==> src/rtl/rails_result_packer.sv <==
// Packs rails-checker verdicts LSB-first into words, queues them in a small
// FIFO toward the host and keeps saturating pass/fail totals.
module rails_result_packer #(
   parameter int PACK_W     = 8,
   parameter int FIFO_DEPTH = 4,
   parameter int CNT_W      = 16
) (
   input  logic              clk,
   input  logic              reset,
   input  logic              in_valid,
   input  logic              in_result,
   input  logic              flush,
   input  logic              out_ready,
   output logic              out_valid,
   output logic [PACK_W-1:0] out_data,
   output logic [3:0]        out_count,
   output logic [CNT_W-1:0]  pass_cnt,
   output logic [CNT_W-1:0]  fail_cnt,
   output logic              overflow,
   output logic              busy
);

   localparam int AW = $clog2(FIFO_DEPTH);
   localparam logic [3:0] LAST = 4'(PACK_W - 1);

   typedef enum logic [1:0] {IDLE, COLLECT, HOLD} state_t;

   state_t            state_q, state_d;
   logic [3:0]        bit_idx_q, bit_idx_d;
   logic [PACK_W-1:0] shreg_q, shreg_d;
   logic [PACK_W-1:0] hold_data_q, hold_data_d;
   logic [3:0]        hold_cnt_q, hold_cnt_d;
   logic              ovf_q, ovf_d;
   logic [CNT_W-1:0]  pass_q, fail_q;

   logic [AW:0]       wr_ptr_q, rd_ptr_q;
   logic [PACK_W-1:0] fifo_data_q [FIFO_DEPTH];
   logic [3:0]        fifo_cnt_q  [FIFO_DEPTH];

   logic              empty, full, pop, space;
   logic              push;
   logic [PACK_W-1:0] push_data;
   logic [3:0]        push_cnt;
   logic              done;
   logic [PACK_W-1:0] done_data;
   logic [3:0]        done_cnt;
   logic [PACK_W-1:0] packed_w;

   assign empty = (wr_ptr_q == rd_ptr_q);
   assign full  = (wr_ptr_q[AW] != rd_ptr_q[AW]) &&
                  (wr_ptr_q[AW-1:0] == rd_ptr_q[AW-1:0]);
   assign pop   = !empty && out_ready;
   // A same-cycle pop frees a slot, so a full FIFO can still take a push.
   assign space = !full || pop;

   assign packed_w = shreg_q |
      ({{(PACK_W-1){1'b0}}, in_result} << bit_idx_q);

   always_comb begin
      state_d     = state_q;
      bit_idx_d   = bit_idx_q;
      shreg_d     = shreg_q;
      hold_data_d = hold_data_q;
      hold_cnt_d  = hold_cnt_q;
      ovf_d       = ovf_q;
      push        = 1'b0;
      push_data   = '0;
      push_cnt    = '0;
      done        = 1'b0;
      done_data   = '0;
      done_cnt    = '0;
      unique case (state_q)
         IDLE, COLLECT: begin
            if (in_valid) begin
               if (bit_idx_q == LAST || flush) begin
                  done      = 1'b1;
                  done_data = packed_w;
                  done_cnt  = 4'(bit_idx_q + 4'd1);
               end else begin
                  shreg_d   = packed_w;
                  bit_idx_d = 4'(bit_idx_q + 4'd1);
                  state_d   = COLLECT;
               end
            end else if (flush && bit_idx_q != 4'd0) begin
               done      = 1'b1;
               done_data = shreg_q;
               done_cnt  = bit_idx_q;
            end
            if (done) begin
               bit_idx_d = '0;
               shreg_d   = '0;
               if (space) begin
                  push      = 1'b1;
                  push_data = done_data;
                  push_cnt  = done_cnt;
                  state_d   = IDLE;
               end else begin
                  hold_data_d = done_data;
                  hold_cnt_d  = done_cnt;
                  state_d     = HOLD;
               end
            end
         end
         HOLD: begin
            if (in_valid) ovf_d = 1'b1;
            if (space) begin
               push      = 1'b1;
               push_data = hold_data_q;
               push_cnt  = hold_cnt_q;
               state_d   = IDLE;
            end
         end
         default: state_d = IDLE;
      endcase
   end

   always_ff @(posedge clk or posedge reset) begin
      if (reset) begin
         state_q     <= IDLE;
         bit_idx_q   <= '0;
         shreg_q     <= '0;
         hold_data_q <= '0;
         hold_cnt_q  <= '0;
         ovf_q       <= 1'b0;
      end else begin
         state_q     <= state_d;
         bit_idx_q   <= bit_idx_d;
         shreg_q     <= shreg_d;
         hold_data_q <= hold_data_d;
         hold_cnt_q  <= hold_cnt_d;
         ovf_q       <= ovf_d;
      end
   end

   always_ff @(posedge clk or posedge reset) begin
      if (reset) begin
         wr_ptr_q <= '0;
         rd_ptr_q <= '0;
         for (int i = 0; i < FIFO_DEPTH; i++) begin
            fifo_data_q[i] <= '0;
            fifo_cnt_q[i]  <= '0;
         end
      end else begin
         if (push) begin
            fifo_data_q[wr_ptr_q[AW-1:0]] <= push_data;
            fifo_cnt_q[wr_ptr_q[AW-1:0]]  <= push_cnt;
            wr_ptr_q <= wr_ptr_q + 1'b1;
         end
         if (pop) rd_ptr_q <= rd_ptr_q + 1'b1;
      end
   end

   // Dropped verdicts still count toward the totals.
   always_ff @(posedge clk or posedge reset) begin
      if (reset) begin
         pass_q <= '0;
         fail_q <= '0;
      end else if (in_valid) begin
         if (in_result && pass_q != '1) pass_q <= pass_q + 1'b1;
         if (!in_result && fail_q != '1) fail_q <= fail_q + 1'b1;
      end
   end

   assign out_valid = !empty;
   assign out_data  = fifo_data_q[rd_ptr_q[AW-1:0]];
   assign out_count = fifo_cnt_q[rd_ptr_q[AW-1:0]];
   assign pass_cnt  = pass_q;
   assign fail_cnt  = fail_q;
   assign overflow  = ovf_q;
   assign busy      = (state_q != IDLE) || !empty;

endmodule

==> config.mk <==
export PLATFORM = sky130hd
export DESIGN_NAME = rails_result_packer
export DESIGN_NICKNAME = d
export VERILOG_FILES = /design/src/rtl/rails_result_packer.sv
export SDC_FILE = /design/constraint.sdc
export NUM_CORES = 1
export LEC_CHECK = 0
export BUFFER_PORTS_ARGS = -buffer_cell sky130_fd_sc_hd__buf_2
export CORE_MARGIN = 4
export CORE_UTILIZATION = 28
export CTS_CLUSTER_DIAMETER = 120
export DETAILED_ROUTE_END_ITERATION = 8
export HOLD_SLACK_MARGIN = 0.12
export PLACE_DENSITY_LB_ADDON = 0.12
export SLEW_MARGIN = 10
export SYNTH_ARGS = -nofsm -noshare
export SYNTH_HDL_FRONTEND = slang
export SYNTH_SLANG_ARGS = --single-unit
==> constraint.sdc <==
create_clock -name clk -period 3.1 [get_ports clk]
set_input_delay 0 -clock clk [delete_from_list [all_inputs] [get_ports clk]]
set_output_delay 0 -clock clk [all_outputs]
set_load 0.02 [all_outputs]
==> results.yml, run 1 <==
pwr:
  pwr-share-clk_pct: 35.0
  total_power_mw: 5.71
  seq_power_share_pct: 36.9
  power_density_nw_per_um2: 847
  power_leakage_nw: 3.09
  p_switching_mw: 1.84
  ir_drop_uv: 438
  combPwrFrac_pct: 28.1
  p_sw_share_pct: 32.3
  intPower_mw: 3.87
route:
  wl_per_cell_um: 15.7
  wirelength_um: 12800
  wl_met2_um: 5980
  ant_nets: 0
  dr.pass1.iters: 4
  dr.first_iter.drc_count: 149
  wl_met3_um: 480
  drt-met1-wl_um: 6120
  drc_errors: 0
  route.vias.total: 3803
  vias_per_cell: 4.67
  top_layer: "met4"
logic_synthesis:
  synth_top_flop_cell: "dfrtp_1"
  synthArstFlopShare_pct: 100
  synth_fp_nets: 489
  yosysTopAreaCellShare_pct: 51.4
  synth-edff-count: 0
  synth-seq-cells: 113
  synthesis.area_sq_um: 5500
  yosys-top-cells-count: "dfrtp_1, mux2_2, nand2_1"
  ys_top_cells_by_area: "dfrtp_1, mux2_2, mux4_2, xnor2_1, nand2_1"
  avgSynthCellArea_sq_um: 11.6
  synth_top_cell_by_area: "dfrtp_1"
  synth_warnings: 0
  ys_types: 51
  synthCells: 474
  synth_most_common_cell: "dfrtp_1"
  ys_seq_area_share_pct: 51.4
worst_hold_path:
  hp-class: "input pin to async pin"
critical_path:
  arrival_ps: 2880
  r2r-start: "bit_idx_q[1]"
  reg2reg_slack_ps: 500
  reg2reg_depth: 8
  crit_path_start_kind: "flop"
  reg2reg_to: "fifo_cnt_q[2]"
  critPathCaptureType: "flop"
  setup.worst_path.class: "flop to flop"
  crit_required_ps: 3390
  critPathMaxFanout: 13
cells_and_area:
  antenna_cells: 0
  fillers: 2019
  drive_gt1_share_pct: 30.5
  final_area_sq_um: 6740
  final_nets: 556
  area_growth_pct: 22.5
clocking:
  clock_path_buffers: 2
  clock_sinks: 113
  worst_skew_pair.late_latency_ps: 410
  clk_pin_slew_ps: 50
  cts_resized: 0
  htreeDepth: 4
  cts_tree: "built"
  clock-root-buffer: "clkbuf_16"
  cts_buffers: 17
place:
  numPortBuffers: 52
  placed_cell_area_sq_um: 6090
  dp_hpwl_um: 8850
  gp_congestion: 0.799
  place_ws_ps: 499
grt:
  grt_max_degree: 59
  grt_pass1_vias: 4017
  grt_usage_pct: 12.4
  grt-ovfl-total: 0
  grt_pass1_wl_um: 21400
  antenna_found_initial: 0
run:
  cap_viol_max_count: 0
sta:
  timing.final.ws_setup_ps: 502
  slew-limit-headroom_pct: 50.6
  fmax_ghz: 0.385
  drv_slew: 0
  worst_pin_slew_ps: 741
  hold_viol: 0
  finalSetupTns_ps: 0
  clock_skew_ps: 9.12
  setup_violations: 0
  rsz0062_at_grt: "false"
  fin_crit_sh_pct: 83.8
  fin_crit_ps: 2600
run_status:
  status: "finished clean"
die:
  die_x_um: 148
  initial_core_util_pct: 28.4
  die_h_um: 148
  fp-row-count: 51
  coreArea_sq_um: 19400
  pin_count: 53
  fp.dieArea_sq_um: 22000
==> final cells by class <==
cell class	count	area [sq um]	share of cell area [%]
Clock buffer	23	498	7.39
Clock inverter	5	103	1.52
Multi-Input combinational cell	330	2520	37.4
Timing Repair Buffer	71	428	6.35
Inverter	8	32.5	0.483
Tap cell	265	332	4.92
Sequential cell	113	2830	42.0
==> how the worst max path moves through the flow <==
stage / start / end / slack (ps)
after floorplan: reset / bit_idx_q[0] / 110
after CTS: bit_idx_q[1] / fifo_cnt_q[2] / 500
final: bit_idx_q[1] / fifo_cnt_q[2] / 500
after global routing: bit_idx_q[1] / fifo_data_q[7] / 320
after global placement: bit_idx_q[1] / fifo_data_q[3] / 560
after detailed placement: bit_idx_q[1] / fifo_cnt_q[1] / 500
==> state kept, by name, summed over array words and instances (netlist names) <==
register and flops:
bit_idx_q 4, fail_cnt 16, fifo_cnt_q 16, fifo_data_q 32, hold_cnt_q 4, hold_data_q 8, overflow 1, pass_cnt 16
rd_ptr_q 3, shreg_q 8, state_q 2, wr_ptr_q 3
==> layer usage <==
layer | vias to the layer above | track usage, %
li1 | 1839 | -
met1 | 1877 | 16.6
met2 | 70 | 19.3
met3 | 17 | 3.23
met4 | 0 | 5.08
met5 | - | 0
==> through the flow <==
| step | hold slack, ps | utilization (%) | std cells |
|---|---|---|---|
| after global routing | 369 | 34.7 | 815 |
| after CTS | 314 | 34.7 | 815 |
| after detailed placement | 195 | 31.4 | 782 |
| after floorplan | 162 | - | 474 |
| final | 268 | 34.7 | 815 |
| after global placement | 185 | 31.4 | 782 |
==> power by group through the flow <==
stage               sequential [mW]  clock, mW  combinational, mW
floorplan                      2.13          0               1.14
global placement               2.11          0               1.62
detailed placement             2.12          0               1.63
CTS                            2.10       2.06               1.64
global route                   2.16       2.13               1.79
finish                         2.10       2.00               1.61
==> worst max-delay path, cell delays in order (launching register included) <==
cell     delay [ps]
dfrtp_1         550
inv_1           120
ha_1            210
nor4b_4         140
or3_4           460
o21ai_2         200
and3_1          190
buf_4           230
mux2_2          360
==> layout by cell type (no fill, tap or decap), drive strengths merged, types with 12 or more instances in the layout <==
| cell type | instances |
|---|---|
| mux4 | 12 |
| dfrtp | 113 |
| a21oi | 12 |
| mux2 | 54 |
| clkbuf | 23 |
| o21ai | 32 |
| nand4 | 15 |
| nor2 | 26 |
| nand3 | 14 |
| buf | 66 |
| nand2 | 48 |
| xnor2 | 28 |
==> what timing repair did <==
item	4_1_cts	5_1_grt
hold endpoints to repair	66	0
setup buffers	0	0
hold buffers	5	0
==> logic make-up after synthesis <==
kind of cell | Yosys count | synth area share [%]
AO/OA/AOI/OAI | 69 | 7.71
XOR/XNOR | 36 | 5.73
adder cells (fa/ha/maj) | 9 | 2.05
buffers and inverters | 31 | 2.82
flip-flops | 113 | 51.4
multiplexers | 66 | 16.0
AND/OR/NAND/NOR | 150 | 14.3
No activity file was read; power rests on OpenSTA's default activity.
==> run 2, diff against run 1 <==
==> constraint.sdc (replaced) <==
create_clock -name clk -period 2.6 [get_ports clk]
set_input_delay 0 -clock clk [delete_from_list [all_inputs] [get_ports clk]]
set_output_delay 0 -clock clk [all_outputs]
set_load 0.02 [all_outputs]
==> results.yml, run 2 (synthesized netlist as in run 1, its figures left out) <==
cells_and_area:
  fin_util_pct: 35.5
  antenna_cells: 0
  layout_common_cells: "dfrtp_1, mux2_2, buf_2, nand2_1, xnor2_1"
  top_register: "fifo_data_q"
  drive_gt1_share_pct: 31.6
  largest_reg_flops: 32
  instances_no_fill: 825
  final_nets: 562
  area_growth_pct: 25.0
  layout_commonest_cell: "dfrtp_1"
place:
  place_ws_ps: 284
  numPortBuffers: 52
  dp_hpwl_um: 9140
  gp_congestion: 0.773
  placed_cells_incl_taps: 788
die:
  die_h_um: 148
  pin_count: 53
  coreArea_sq_um: 19400
  fp.dieArea_sq_um: 22000
  initial_core_util_pct: 28.4
  fp-row-count: 51
  die_x_um: 148
clocking:
  cts_buffers: 17
  worst_skew_pair.late_latency_ps: 410
  htreeDepth: 4
  clock-root-buffer: "clkbuf_16"
  clock_path_buffers: 2
  cts_tree: "built"
  clock_sinks: 113
  clk_pin_slew_ps: 50
sta:
  worst_pin_slew_ps: 975
  finalSetupTns_ps: 0
  slew-limit-headroom_pct: 34.9
  fin_crit_sh_pct: 88.2
  fmax_ghz: 0.436
  drv_slew: 0
  clock_skew_ps: 8.21
  timing.final.ws_setup_ps: 306
  setup_violations: 0
  hold_viol: 0
  fin_crit_ps: 2290
  rsz0062_at_grt: "false"
route:
  vias_per_cell: 4.66
  drc_errors: 0
  ant_nets: 0
  wirelength_um: 13100
  wl_per_cell_um: 15.8
  dr.pass1.iters: 4
  route.vias.total: 3844
  dr.first_iter.drc_count: 168
grt:
  grt_max_degree: 44
  grt-ovfl-total: 0
  grt_usage_pct: 12.8
  grt_pass1_vias: 3977
  antenna_found_initial: 0
  grt_pass1_wl_um: 22000
pwr:
  ir_drop_uv: 625
  power_density_nw_per_um2: 1020
  power_leakage_nw: 3.15
  total_power_mw: 7.04
critical_path:
  reg2reg_slack_ps: 310
  crit_required_ps: 2890
  critPathMaxFanout: 12
  critPathCaptureType: "flop"
  crit_path_start_kind: "flop"
  arrival_ps: 2580
  setup.worst_path.class: "flop to flop"
run:
  cap_viol_max_count: 0
worst_hold_path:
  hp-class: "input pin to async pin"
run_status:
  status: "finished clean"
## run 2: cell count changes in the layout (fill, tap and decap cells not counted), sizes merged
cell    before  now
clkbuf      23   21
clkinv       1    6
inv          8    7
buf         66   72
bufinv       3    5
## run 2: per-layer routing
metal / part of all wire, % / track usage, % / up-vias / routed length, um
li1: - / - / 1860 / -
met1: 48 / 17.3 / 1906 / 6250
met5: 0 / 0 / - / 0
met2: 47 / 20.1 / 64 / 6100
met4: 1.3 / 3.79 / 0 / 168
met3: 4.1 / 3.84 / 14 / 538
## run 2: cell type report
type / count / area [sq um]
fillers: 1984 / 12500
inverters: 8 / 33.8
clock inverters: 11 / 184
flip-flops and latches: 113 / 2830
repair buffers: 77 / 523
well taps: 265 / 332
clock buffers: 21 / 460
multi-input cells: 330 / 2520
## run 2: through the flow
step / instance area, sq um / hold slack [ps]
after global routing: 6880 / 257
after floorplan: 5510 / 162
final: 6880 / 197
after CTS: 6880 / 208
after global placement: 6180 / 97.3
after detailed placement: 6180 / 96.8
## run 2: repair_timing
| item | CTS | global route |
|---|---|---|
| hold buffers | 5 | 0 |
| gates resized for setup | 0 | 0 |
| endpoints found under the hold margin | 73 | 0 |
| buffers inserted | 0 | 0 |
## run 2: report_power, final
group	internal, mW	leakage, nW	total (mW)	switching [mW]
combinational	0.914	1.30	2.03	1.11
sequential	2.14	1.53	2.47	0.328
clock	1.74	0.321	2.54	0.799
total	4.80	3.15	7.04	2.24
## run 2: final timing paths
path / start / to / cells past startpoint
worst max register to register: bit_idx_q[0] / fifo_data_q[21] / 8
worst min-delay path: reset / wr_ptr_q[1] / 3
worst max-delay path: bit_idx_q[0] / fifo_data_q[21] / 8
worst min register to register: overflow / overflow / 1
max in group asynchronous: reset / fifo_data_q[29] / 4
min in group clk: overflow / overflow / 1
## run 2: critical path, cell delays in order (launching register included)
cell	delay, ps
dfrtp_1	360
inv_1	50
ha_1	200
nor4b_4	150
or3_4	470
o21ai_2	200
and3_1	230
buf_12	160
mux2_2	340
==> run 3, diff against run 2 <==
--- a/config.mk
+++ b/config.mk
@@ -11,7 +11,6 @@
 export CTS_CLUSTER_DIAMETER = 120
 export DETAILED_ROUTE_END_ITERATION = 8
 export HOLD_SLACK_MARGIN = 0.12
-export PLACE_DENSITY_LB_ADDON = 0.12
 export SLEW_MARGIN = 10
 export SYNTH_ARGS = -nofsm -noshare
 export SYNTH_HDL_FRONTEND = slang
==> constraint.sdc (replaced) <==
create_clock -name clk -period 2.6 [get_ports clk]
set_input_delay 0 -clock clk [delete_from_list [all_inputs] [get_ports clk]]
set_output_delay 0 -clock clk [all_outputs]
set_load 0.005 [all_outputs]
==> results.yml, run 3 (synthesized netlist as in run 1, its figures left out) <==
cells_and_area:
  layout_commonest_cell: "dfrtp_1"
  instances_no_fill: 822
  top_register: "fifo_data_q"
  final_nets: 560
  antenna_cells: 0
  final_area_sq_um: 6760
  largest_reg_flops: 32
  fillers: 1956
  area_growth_pct: 22.8
  drive_gt1_share_pct: 31.6
  layout_common_cells: "dfrtp_1, mux2_2, buf_2, nand2_1, xnor2_1"
  fin_util_pct: 34.8
die:
  fp.dieArea_sq_um: 22000
  pin_count: 53
  die_h_um: 148
  die_x_um: 148
  coreArea_sq_um: 19400
  fp-row-count: 51
  initial_core_util_pct: 28.4
route:
  wl_per_cell_um: 15.5
  wl_met2_um: 5960
  vias_per_cell: 4.78
  drt-met1-wl_um: 6050
  wirelength_um: 12700
  top_layer: "met4"
  route.vias.total: 3932
  ant_nets: 0
  drc_errors: 0
  wl_met3_um: 536
  dr.pass1.iters: 4
  dr.first_iter.drc_count: 195
sta:
  slew-limit-headroom_pct: 25.6
  hold_viol: 0
  fmax_ghz: 0.422
  rsz0062_at_grt: "false"
  clock_skew_ps: 14.6
  drv_slew: 0
  setup_violations: 0
  fin_crit_ps: 2370
  fin_crit_sh_pct: 91.2
  worst_pin_slew_ps: 1110
  timing.final.ws_setup_ps: 229
clocking:
  clk_pin_slew_ps: 50
  clock_path_buffers: 2
  clock-root-buffer: "clkbuf_16"
  cts_tree: "built"
  cts_buffers: 17
  worst_skew_pair.late_latency_ps: 410
  clock_sinks: 113
  htreeDepth: 4
worst_hold_path:
  hp-class: "input pin to async pin"
critical_path:
  worstPathCellList: "inv_1, ha_1, nor4b_4, or3_4, o21ai_2, and3_1, buf_4, mux2_2"
  reg2reg_slack_ps: 230
  crit_start: "bit_idx_q[1]"
  reg2reg_depth: 8
  r2r-start: "bit_idx_q[1]"
  critPathMaxFanout: 12
  crit_family: "simple AND/OR/NAND/NOR gates"
  reg2reg_to: "fifo_data_q[29]"
  cpPeakStageDelay_ps: 470
  crit_required_ps: 2880
  arrival_ps: 2660
  cp_slowest_cell: "or3_4"
  cp_num_buf_inv: 2
  critPathCaptureType: "flop"
  crit_path_start_kind: "flop"
  setup.worst_path.class: "flop to flop"
grt:
  grt-ovfl-total: 0
  grt_max_degree: 64
  grt_pass1_wl_um: 21600
  grt_usage_pct: 12.3
  antenna_found_initial: 0
  grt_pass1_vias: 4132
place:
  gp_congestion: 0.861
  placed_cell_area_sq_um: 6090
  placed_cells_incl_taps: 784
  dp_hpwl_um: 9010
  numPortBuffers: 52
  place_ws_ps: -7.38
run_status:
  status: "finished clean"
pwr:
  power_density_nw_per_um2: 981
  power_leakage_nw: 3.10
  ir_drop_uv: 590
run:
  cap_viol_max_count: 0
==> run 3: changes by cell type in the layout (fill, tap and decap cells not counted), moves of 2 or more <==
cell / change
buf_12: -5
buf_4: +3
bufinv_16: -2
clkbuf_1: -2
clkinv_2: +2
clkinvlp_4: +2
o21ai_0: -5
o21ai_1: +5
==> run 3: layout make-up <==
class / instances / area (sq um) / share of cell area (%)
sequential: 113 / 2830 / 41.8
multi-input combinational: 330 / 2530 / 37.4
clock buffer: 19 / 453 / 6.70
timing repair buffer: 75 / 445 / 6.59
tap: 265 / 332 / 4.91
clock inverter: 12 / 140 / 2.07
inverter: 8 / 33.8 / 0.500
==> run 3: how the worst max path moves through the flow <==
| stage | to | slack [ps] | cells past startpoint |
|---|---|---|---|
| after floorplan | fifo_cnt_q[0] | 50 | 11 |
| after global placement | fifo_data_q[15] | 120 | 7 |
| after detailed placement | fifo_data_q[23] | -7 | 7 |
| after CTS | fifo_data_q[23] | 60 | 7 |
| after global routing | fifo_cnt_q[9] | 40 | 7 |
| final | fifo_data_q[29] | 230 | 8 |
==> run 3: tightest hold or removal path, delay by kind of cell <==
family   cells  cell delay [ps]
buf+inv      4             1210
==> run 3: what timing repair did <==
action	in CTS	in global routing
resized for setup	1	5
endpoints found under the setup margin	4	20
buffers inserted	0	2
endpoints found under the hold margin	124	0
pin swaps	0	1
hold buffers	5	0
==> run 3: power by group <==
group	internal, mW	switching, mW	leakage [nW]
registers	2.14	0.320	1.53
logic	0.879	0.968	1.28
clock network	1.54	0.784	0.294
total	4.56	2.07	3.10
==> run 3: layer usage <==
layer	GRT usage, %	up-vias
met3	3.26	16
met2	20.2	90
met1	16.3	1980
li1	-	1846
met5	0	-
met4	3.51	0
==> run 3: per-stage QoR <==
step | setup TNS [ps] | hold slack (ps) | total power, mW
2_1_floorplan | 0 | 162 | 3.71
3_3_place_gp | 0 | 224 | 4.24
3_5_place_dp | -7.38 | 235 | 4.33
4_1_cts | 0 | 362 | 6.70
5_1_grt | 0 | 433 | 7.05
6_report | 0 | 346 | 6.63
